File: config.mk
export PLATFORM = sky130hd
export DESIGN_NAME = store_pack_flat
export DESIGN_NICKNAME = d
export VERILOG_FILES = /design/src/rtl/mips_defs_pkg.sv /design/src/rtl/store_pack_if.sv /design/src/rtl/store_lane_merge.sv /design/src/rtl/store_pack.sv /design/src/flat_wrapper.sv
export SDC_FILE = /design/constraint.sdc
export NUM_CORES = 1
export LEC_CHECK = 0
export CAP_MARGIN = 15
export CORE_MARGIN = 2
export CORE_UTILIZATION = 55
export CTS_CLUSTER_SIZE = 28
export DETAILED_ROUTE_END_ITERATION = 10
export DONT_BUFFER_PORTS = 1
export GPL_TIMING_DRIVEN = 0
export PLACE_DENSITY = 0.83
export SYNTH_ARGS = -nofsm -noshare
export SYNTH_HDL_FRONTEND = slang
export SYNTH_SLANG_ARGS = --single-unit
File: constraint.sdc
create_clock -name clk -period 2.2 [get_ports clk]
set_input_delay 0.44 -clock clk [delete_from_list [all_inputs] [get_ports clk]]
set_output_delay 0.44 -clock clk [all_outputs]
set_load 0.01 [all_outputs]
File: src/rtl/mips_defs_pkg.sv
// Shared MIPS datapath definitions: store op encodings, store FSM states and lane widths.
package mips_defs_pkg;

   localparam int unsigned BYTE_W = 8;
   localparam int unsigned HALF_W = 16;
   localparam int unsigned WORD_W = 32;

   typedef enum logic [1:0] {
      ST_SW  = 2'd0,
      ST_SH  = 2'd1,
      ST_SB  = 2'd2,
      ST_RSV = 2'd3
   } store_op_t;

   typedef enum logic [2:0] {
      StIdle,
      StRd,
      StWait,
      StWr,
      StFin
   } store_state_t;

endpackage

File: src/rtl/store_pack_if.sv
// Store request handshake and data-memory port of the store packer.
// master: the requester plus memory side; slave: the store packer itself.
interface store_pack_if #(
   parameter int unsigned ADDR_W = 10
);
   logic              req_valid;
   logic              req_ready;
   logic [31:0]       req_addr;
   logic [31:0]       req_data;
   logic [1:0]        req_op;
   logic [ADDR_W-1:0] mem_addr;
   logic              mem_rd_en;
   logic [31:0]       mem_rdata;
   logic              mem_wr_en;
   logic [31:0]       mem_wdata;
   logic              done;
   logic              err;

   modport master (
      output req_valid, req_addr, req_data, req_op, mem_rdata,
      input  req_ready, mem_addr, mem_rd_en, mem_wr_en, mem_wdata, done, err
   );

   modport slave (
      input  req_valid, req_addr, req_data, req_op, mem_rdata,
      output req_ready, mem_addr, mem_rd_en, mem_wr_en, mem_wdata, done, err
   );
endinterface

File: src/rtl/store_lane_merge.sv
// Combinational lane merge: drops the narrow store data into the addressed
// little-endian lane of the read-back word; other lanes keep the old value.
module store_lane_merge
   import mips_defs_pkg::*;
(
   input  logic [WORD_W-1:0] old_word,
   input  logic [WORD_W-1:0] data,
   input  store_op_t         op,
   input  logic [1:0]        addr_lo,
   output logic [WORD_W-1:0] merged
);

   // Replace only the selected lane; SH uses addr_lo[1] alone
   always_comb begin
      merged = old_word;
      unique case (op)
         ST_SW:   merged = data;
         ST_SH:   merged[addr_lo[1]*HALF_W +: HALF_W] = data[HALF_W-1:0];
         ST_SB:   merged[addr_lo*BYTE_W +: BYTE_W] = data[BYTE_W-1:0];
         default: merged = old_word;
      endcase
   end

endmodule

File: src/rtl/store_pack.sv
// Store-side data packer: narrows a register value into the addressed lanes of a
// word-addressed single-port memory, using read-modify-write for SH/SB.
// Optional build macro: STORE_ALIGN_CHECK_EN (flags misaligned SW/SH via err).
module store_pack
   import mips_defs_pkg::*;
#(
   parameter int unsigned ADDR_W = 10
) (
   input  logic         clk,
   input  logic         reset_n,
   store_pack_if.slave  bus
);

   store_state_t      state_q;
   logic [ADDR_W+1:0] addr_q;
   logic [31:0]       data_q;
   store_op_t         op_q;
   logic [31:0]       old_q;
   logic              ready_q;
   logic              rd_q;
   logic              wr_q;
   logic              done_q;
   logic              err_q;
   logic              misalign;
   logic              wr_en;
   logic [31:0]       merged;
   store_op_t         req_op;

   assign req_op = store_op_t'(bus.req_op);

   // Misalignment is only detected in the checked build
`ifdef STORE_ALIGN_CHECK_EN
   assign misalign = ((req_op == ST_SW) && (bus.req_addr[1:0] != 2'b00)) ||
                     ((req_op == ST_SH) && bus.req_addr[0]);
`else
   assign misalign = 1'b0;
`endif

   // Store sequencer: latches the request and drives registered strobes
   always_ff @(posedge clk) begin
      if (!reset_n) begin
         state_q <= StIdle;
         addr_q  <= '0;
         data_q  <= '0;
         op_q    <= ST_SW;
         old_q   <= '0;
         ready_q <= 1'b1;
         rd_q    <= 1'b0;
         wr_q    <= 1'b0;
         done_q  <= 1'b0;
         err_q   <= 1'b0;
      end else begin
         rd_q   <= 1'b0;
         wr_q   <= 1'b0;
         done_q <= 1'b0;
         err_q  <= 1'b0;
         unique case (state_q)
            StIdle: begin
               if (bus.req_valid) begin
                  addr_q  <= bus.req_addr[ADDR_W+1:0];
                  data_q  <= bus.req_data;
                  op_q    <= req_op;
                  ready_q <= 1'b0;
                  if (misalign) begin
                     state_q <= StFin;
                     done_q  <= 1'b1;
                     err_q   <= 1'b1;
                  end else begin
                     case (req_op)
                        ST_SW: begin
                           state_q <= StWr;
                           wr_q    <= 1'b1;
                           done_q  <= 1'b1;
                        end
                        ST_SH, ST_SB: begin
                           state_q <= StRd;
                           rd_q    <= 1'b1;
                        end
                        default: begin
                           state_q <= StFin;
                           done_q  <= 1'b1;
                        end
                     endcase
                  end
               end
            end
            StRd: begin
               state_q <= StWait;
            end
            StWait: begin
               // Read data arrives the cycle after the read strobe
               old_q   <= bus.mem_rdata;
               state_q <= StWr;
               wr_q    <= 1'b1;
               done_q  <= 1'b1;
            end
            StWr, StFin: begin
               state_q <= StIdle;
               ready_q <= 1'b1;
            end
            default: begin
               state_q <= StIdle;
               ready_q <= 1'b1;
            end
         endcase
      end
   end

   store_lane_merge u_merge (
      .old_word (old_q),
      .data     (data_q),
      .op       (op_q),
      .addr_lo  (addr_q[1:0]),
      .merged   (merged)
   );

   // Strobes are forced low while reset is held so an in-flight store never lands
   assign wr_en         = wr_q & reset_n;
   assign bus.req_ready = ready_q;
   assign bus.mem_addr  = addr_q[ADDR_W+1:2];
   assign bus.mem_rd_en = rd_q & reset_n;
   assign bus.mem_wr_en = wr_en;
   assign bus.mem_wdata = wr_en ? merged : '0;
   assign bus.done      = done_q & reset_n;
   assign bus.err       = err_q & reset_n;

endmodule

File: src/flat_wrapper.sv
// flat-port wrapper written by rule: the top's interface ports become plain ports
module store_pack_flat import mips_defs_pkg::*;
#(
   parameter int unsigned ADDR_W = 10
)
  (clk, reset_n, bus_req_valid, bus_req_addr, bus_req_data, bus_req_op, bus_mem_rdata, bus_req_ready, bus_mem_addr, bus_mem_rd_en, bus_mem_wr_en, bus_mem_wdata, bus_done, bus_err);
  store_pack_if #(.ADDR_W(ADDR_W)) bus_i ();
  input  logic clk;
  input  logic reset_n;
  input wire logic [$bits(bus_i.req_valid)-1:0] bus_req_valid;
  input wire logic [$bits(bus_i.req_addr)-1:0] bus_req_addr;
  input wire logic [$bits(bus_i.req_data)-1:0] bus_req_data;
  input wire logic [$bits(bus_i.req_op)-1:0] bus_req_op;
  input wire logic [$bits(bus_i.mem_rdata)-1:0] bus_mem_rdata;
  output wire logic [$bits(bus_i.req_ready)-1:0] bus_req_ready;
  output wire logic [$bits(bus_i.mem_addr)-1:0] bus_mem_addr;
  output wire logic [$bits(bus_i.mem_rd_en)-1:0] bus_mem_rd_en;
  output wire logic [$bits(bus_i.mem_wr_en)-1:0] bus_mem_wr_en;
  output wire logic [$bits(bus_i.mem_wdata)-1:0] bus_mem_wdata;
  output wire logic [$bits(bus_i.done)-1:0] bus_done;
  output wire logic [$bits(bus_i.err)-1:0] bus_err;
  assign bus_i.req_valid = bus_req_valid;
  assign bus_i.req_addr = bus_req_addr;
  assign bus_i.req_data = bus_req_data;
  assign bus_i.req_op = bus_req_op;
  assign bus_i.mem_rdata = bus_mem_rdata;
  assign bus_req_ready = bus_i.req_ready;
  assign bus_mem_addr = bus_i.mem_addr;
  assign bus_mem_rd_en = bus_i.mem_rd_en;
  assign bus_mem_wr_en = bus_i.mem_wr_en;
  assign bus_mem_wdata = bus_i.mem_wdata;
  assign bus_done = bus_i.done;
  assign bus_err = bus_i.err;
  store_pack #(.ADDR_W(ADDR_W)) u_core (.clk(clk), .reset_n(reset_n), .bus(bus_i));
endmodule
==> flow_summary.json, run 1 <==
{
  "grtUsageTotal_pct": 30.8,
  "status": "finished with violations",
  "first_pass_iters": 7,
  "drv_cap": 0,
  "synth_edf_count": 0,
  "pwr_density_cell_nw_per_um2": 662,
  "grt_pass1_vias": 4684,
  "grt_overflow_total": 0,
  "switching_share_pct": 34.0,
  "rsz0062_at_grt": "yes",
  "worst_pin_slew_ps": 666,
  "die_x_um": 97.4,
  "syn_inst": 641,
  "setup-violations-final": 32,
  "reg2reg_slack_ps": 380,
  "utilization_pct": 69.6,
  "vias": 5028,
  "ant_nets": 0,
  "pwr-share-comb_pct": 23.8,
  "finalHoldViolCount": 0,
  "hp-start": "bus_mem_rdata[22]",
  "cts.sinks": 85,
  "core_area_um2": 8590,
  "period_minus_slack_ps": 2580,
  "fmax_ghz": 0.387,
  "diodes": 0,
  "syn2layout_area_growth_pct": 24.6,
  "crit_type": "reg -> out",
  "clockBufferDepth": 2,
  "peakVddDrop_mv": 0.591,
  "path_depth": 8,
  "netlist_area_um2": 4800,
  "drt_iter0_drc": 361,
  "ys_ff_latch": 85,
  "synth_top_area_share_pct": 35.4,
  "dpl_worst_slack_ps": -459,
  "max_stage_delay_ps": 360,
  "routed_wl_um": 16200,
  "clock_skew_ps": 9.17,
  "worst_hold_path.num_cells": 2,
  "cts.clk_slew.worst_paths_ps": 100,
  "p_clk_share_pct": 30.8,
  "antenna_found_initial": 0,
  "dp_hpwl_um": 10700,
  "cts_tree": "done",
  "fillCellCount": 648,
  "p_seq_share_pct": 45.4,
  "synth_top_cell_by_area": "dfxtp_1",
  "power_uw": 3960,
  "port_buffers": 0,
  "hp-class": "in -> reg",
  "cts_htree_levels": 3,
  "die_h_um": 97.4,
  "grt_max_degree": 17,
  "avgSynthCellArea_um2": 7.49,
  "route.detailed.drc": 0,
  "cp-end-kind": "primary output",
  "violations": "setup timing",
  "synth_nets": 750,
  "insertion_delay_ps": 370,
  "rows": 34,
  "fin_ws_ps": -385,
  "gp_congestion": 0.985,
  "drv_slew": 0,
  "num-nets-final": 771,
  "wl_per_cell_um": 20.9,
  "ys_warn_count": 0,
  "cp.buffers_inverters": 4,
  "ff2ff_path_depth": 5,
  "p_int_uw": 2620,
  "synth.distinct_cells": 38,
  "slew_headroom_pct": 55.4,
  "cts_made_buffers": 9,
  "crit_path_start_kind": "flip-flop",
  "hold_path_end": "u_core.old_q[22]$_SDFFE_PN0N_",
  "crit_fanout": 8,
  "die_area_um2": 9490,
  "post_route_cells_drive_above_1_share_pct": 25.6,
  "required_ps": 1760,
  "initial_utilization_pct": 55.9,
  "ys_seq_area_share_pct": 35.4,
  "grt_first_pass_wirelength_um": 23300,
  "crit-reg2reg-launch": "u_core.state_q[1]$_SDFFE_PN0N_",
  "top_level_ports": 148,
  "cp_slowest_cell": "dfxtp_2",
  "period_share_pct": 117,
  "worst_ep_arrival_time_ps": 2140,
  "cts_root_buf": "clkbuf_8",
  "p_leak_uw": 0.00202,
  "r2r-end": "u_core.old_q[7]$_SDFFE_PN0N_",
  "crit_chain": "buf_8, clkbuf_16, clkinvlp_4, ha_4, and3b_1, buf_6, nand3_1, a21oi_2",
  "netlist_top_cells_area": "dfxtp_1 (35%), a21oi_1 (13%), nand2_1 (12%), nor2b_1 (4.2%), o32ai_1 (4.0%)",
  "path_delay_family": "buffers and inverters",
  "synthArstFlopShare_pct": 0,
  "via_per_inst": 6.49,
  "p_switching_uw": 1340,
  "synth_ff_type": "dfxtp_1"
}
## area by class of cell
cell class	count	area [um^2]	area share [%]
Timing Repair Buffer	13	120	2.01
Buffer	62	399	6.67
Sequential cell	85	1710	28.5
Clock inverter	6	78.8	1.32
Inverter	9	37.5	0.628
Clock buffer	10	138	2.30
Tap cell	108	135	2.26
Multi-Input combinational cell	482	3370	56.3
## power groups by stage
stage	clock network, uW	logic, uW	registers (uW)
2_1_floorplan	0	603	1750
3_3_place_gp	0	719	1800
3_5_place_dp	0	747	1800
4_1_cts	1210	826	1770
5_1_grt	1280	1010	1810
6_report	1220	943	1800
## layer usage
layer	vias up	global-route usage, %	share of wire (%)
met5	-	0	0
met3	85	8.85	11
met1	2347	37.5	37
li1	2266	-	-
met4	0	16.7	5.3
met2	330	49.2	47
## sequential cells by signal, indices dropped and copies added (netlist names)
register              flops
u_core.wr_q               1
u_core.op_q               2
u_core.old_q             32
u_core.state_q            3
u_core.bus.req_ready      1
u_core.addr_q            12
u_core.data_q            32
u_core.rd_q               1
u_core.done_q             1
## logic make-up (layout without fill, tap and decap cells)
logic type	Yosys count	count (layout)	synth area share (%)
and+or+nand+nor	258	258	26.8
AOI/OAI and AO/OA	198	198	23.5
DFF	85	85	35.4
buffers and inverters	74	100	8.11
muxes	17	17	3.96
adders and majority gates	8	8	2.09
other	1	1	0.0781
## cells in the final DEF, fill, tap and decap left out, types with 7 or more instances in the layout
cell and count:
a21oi_1 97, a21oi_2 7, a21oi_4 17, a22oi_1 8, and3b_1 16, buf_2 13
buf_4 21, buf_6 14, clkbuf_1 21, clkbuf_8 10, dfxtp_1 83, inv_1 8
mux2_2 16, nand2_1 157, nand3b_1 7, nor2b_1 27, o21ai_0 25, o22ai_2 8
o32ai_1 12, o32ai_4 7, or2_2 7
## stage by stage
| stage | instances | cell area [um^2] | hold WS (ps) | setup TNS [ps] |
|---|---|---|---|---|
| floorplan | 641 | 4920 | 432 | -99.8 |
| global route | 775 | 5980 | 182 | -12000 |
| detailed placement | 749 | 5050 | 446 | -10870 |
| global placement | 749 | 5050 | 440 | -10230 |
| finish | 775 | 5980 | 189 | -11020 |
| CTS | 772 | 5620 | 190 | -10030 |
## what timing repair did
item | CTS | global route
cloned | 0 | 0
gates resized for setup | 55 | 64
pin swaps | 28 | 28
hold buffers | 0 | 0
buffers inserted | 8 | 5
endpoints found under the setup margin | 32 | 32
## Yosys cell counts, types with 3 or more instances
master and n:
or2_2 7, a31oi_1 9, buf_6 7, inv_1 9, buf_2 11, and3b_1 16, ha_1 8, nor2b_1 32
nand3_1 15, buf_4 12, o21ai_0 25, mux2_2 16, a22oi_1 8, nand3b_1 7, dfxtp_1 85, o32ai_1 22
buf_1 3, nand2_1 158, clkbuf_1 32, nor2_1 6, a21oi_1 120, o22ai_1 10
## worst max-delay path by stage
| stage | start | to | slack (ps) |
|---|---|---|---|
| 2_1_floorplan | u_core.addr_q[1]$_SDFFE_PN0P_ | bus_mem_wdata[24] | -20 |
| 3_3_place_gp | u_core.addr_q[1]$_SDFFE_PN0P_ | bus_mem_wdata[0] | -430 |
| 3_5_place_dp | u_core.addr_q[1]$_SDFFE_PN0P_ | bus_mem_wdata[5] | -460 |
| 4_1_cts | u_core.addr_q[1]$_SDFFE_PN0P_ | bus_mem_wdata[29] | -380 |
| 5_1_grt | u_core.addr_q[1]$_SDFFE_PN0P_ | bus_mem_wdata[29] | -440 |
| 6_report | u_core.addr_q[1]$_SDFFE_PN0P_ | bus_mem_wdata[22] | -380 |
Note: power is estimated with default switching activity, not from simulation.
==> inputs of run 2 (changes only) <==
--- a/config.mk
+++ b/config.mk
@@ -6,7 +6,6 @@
 export NUM_CORES = 1
 export LEC_CHECK = 0
 export CAP_MARGIN = 15
-export CORE_MARGIN = 2
 export CORE_UTILIZATION = 55
 export CTS_CLUSTER_SIZE = 28
 export DETAILED_ROUTE_END_ITERATION = 10
==> run 2 against run 1 <==
Against the previous run: the run still ends with setup timing left; combinational power is essentially flat; sequential power is essentially flat; flip-flop and latch count is the same; non-clock buffer count shrank 4; global-route usage grew 3.9 points; setup slack gained 120 ps; sequential share of layout area is essentially flat; design area grew 0.10%; via count grew 0.64%; largest power group unchanged.
==> flow_summary.json, run 2 (same netlist as run 1, synthesis figures left out) <==
{
  "status": "finished with violations",
  "violations": "setup timing",
  "post_route_cells_drive_above_1_share_pct": 26.1,
  "vias": 5060,
  "p_clk_share_pct": 31.1,
  "insertion_delay_ps": 370,
  "pwr_density_cell_nw_per_um2": 664,
  "grt_max_degree": 16,
  "p_leak_uw": 0.00201,
  "period_share_pct": 112,
  "post_dp_cell_area_um2": 5050,
  "grtUsageTotal_pct": 34.7,
  "setup-violations-final": 32,
  "diodes": 0,
  "crit_fanout": 8,
  "layout_commonest_cell": "nand2_1",
  "die_area_um2": 9110,
  "fin_cells": 768,
  "cp-end-kind": "primary output",
  "pwr-share-comb_pct": 23.7,
  "cts_htree_levels": 3,
  "wl_per_cell_um": 21.6,
  "drv_slew": 0,
  "cts_root_buf": "clkbuf_8",
  "port_buffers": 0,
  "route.detailed.drc": 0,
  "hp-class": "in -> reg",
  "gp_congestion": 0.965,
  "routed_wl_um": 16600,
  "crit_path_start_kind": "flip-flop",
  "ant_nets": 0,
  "syn2layout_area_growth_pct": 24.7,
  "worst_pin_slew_ps": 701,
  "crit_type": "reg -> out",
  "first_pass_iters": 5,
  "fin_ws_ps": -264,
  "crit-reg2reg-launch": "u_core.state_q[1]$_SDFFE_PN0N_",
  "grt_pass1_vias": 4708,
  "initial_utilization_pct": 57.6,
  "grt_overflow_total": 0,
  "dp_cells": 746,
  "slew_headroom_pct": 53.1,
  "antenna_found_initial": 0,
  "fin_area_um2": 5990,
  "switching_share_pct": 33.9,
  "top_level_ports": 148,
  "cts_tree": "done",
  "p_switching_uw": 1350,
  "clock_skew_ps": 19.0,
  "clockBufferDepth": 2,
  "grt_first_pass_wirelength_um": 23700,
  "cts_made_buffers": 9,
  "startpoint": "u_core.addr_q[1]$_SDFFE_PN0P_",
  "core_area_um2": 8340,
  "dp_hpwl_um": 10700,
  "finalHoldViolCount": 0,
  "p_int_uw": 2630,
  "required_ps": 1760,
  "cts.clk_slew.worst_paths_ps": 100,
  "worst_ep_arrival_time_ps": 2020,
  "num-nets-final": 767,
  "cts.sinks": 85,
  "via_per_inst": 6.59,
  "rows": 33,
  "reg_top3": "u_core.data_q: 32 flops, u_core.old_q: 32 flops, u_core.addr_q: 12 flops",
  "hp-start": "bus_mem_rdata[10]",
  "peakVddDrop_mv": 0.365,
  "rsz0062_at_grt": "yes",
  "period_minus_slack_ps": 2460,
  "drv_cap": 0,
  "die_h_um": 95.4,
  "p_seq_share_pct": 45.2,
  "drt_iter0_drc": 482,
  "die_x_um": 95.4,
  "dpl_worst_slack_ps": -478,
  "fmax_ghz": 0.406,
  "final_cell_mix": "nand2_1 (157), a21oi_1 (96), dfxtp_1 (82)"
}
-- run 2: cell count changes in the layout (fill, tap and decap cells not counted), moves of 3 or more --
cell | before | now
nand3_4 | 5 | 8
o21ai_0 | 25 | 22
clkbuf_2 | 4 | 7
nor2b_1 | 27 | 32
clkinv_4 | 3 | 0
inv_6 | 0 | 3
clkbuf_1 | 21 | 16
o21ai_1 | 0 | 3
nor2b_2 | 3 | 0
-- run 2: routing by layer --
metal / vias to the layer above / global-route usage (%) / wire length [um]
met3: 88 / 7.81 / 1840
li1: 2257 / - / -
met2: 358 / 55.8 / 7610
met5: - / 0 / 0
met4: 0 / 22.5 / 963
met1: 2357 / 41.6 / 6190
-- run 2: area by class of cell --
type,count,area (um^2)
flip-flops and latches,85,1710
inverters,9,47.5
fillers,623,2350
well taps,105,131
clock buffers,11,151
clock inverters,5,63.8
repair buffers,9,78.8
multi-input cells,482,3370
plain buffers,62,433
-- run 2: what timing repair did --
| item | 4_1_cts | 5_1_grt |
|---|---|---|
| gates cloned | 0 | 0 |
| buffers inserted | 9 | 0 |
| gates resized for setup | 98 | 35 |
| pin swaps | 40 | 11 |
| setup endpoints to repair | 32 | 32 |
| hold buffers | 0 | 0 |
-- run 2: critical path, cell delays in order (launching register included) --
cell and delay, ps:
dfxtp_2 360, buf_8 110, clkbuf_16 140, inv_8 40, ha_4 170, nor4bb_4 290
buf_6 180, nand3_1 120, a21oi_2 250
-- run 2: final timing paths --
kind	end	slack, ps	cells past startpoint
hold reg to reg	u_core.data_q[27]$_SDFFE_PN0P_	460	2
setup / recovery	bus_mem_wdata[24]	-260	8
hold / removal	u_core.old_q[10]$_SDFFE_PN0N_	190	2
setup reg to reg	u_core.old_q[8]$_SDFFE_PN0N_	310	5
-- run 2: metrics by stage --
step	total power (uW)	utilization, %	setup TNS (ps)	hold WS (ps)
2_1_floorplan	2350	-	-99.8	432
3_3_place_gp	2520	60.5	-10120	442
3_5_place_dp	2550	60.5	-10910	451
4_1_cts	3870	69.6	-5090	189
5_1_grt	4100	71.8	-7600	191
6_report	3980	71.8	-6520	190
-- run 2: power groups by stage --
| stage | clock [uW] | sequential (uW) | combinational [uW] |
|---|---|---|---|
| 2_1_floorplan | 0 | 1750 | 603 |
| 3_3_place_gp | 0 | 1800 | 721 |
| 3_5_place_dp | 0 | 1800 | 747 |
| 4_1_cts | 1230 | 1780 | 866 |
| 5_1_grt | 1290 | 1800 | 1010 |
| 6_report | 1240 | 1800 | 942 |
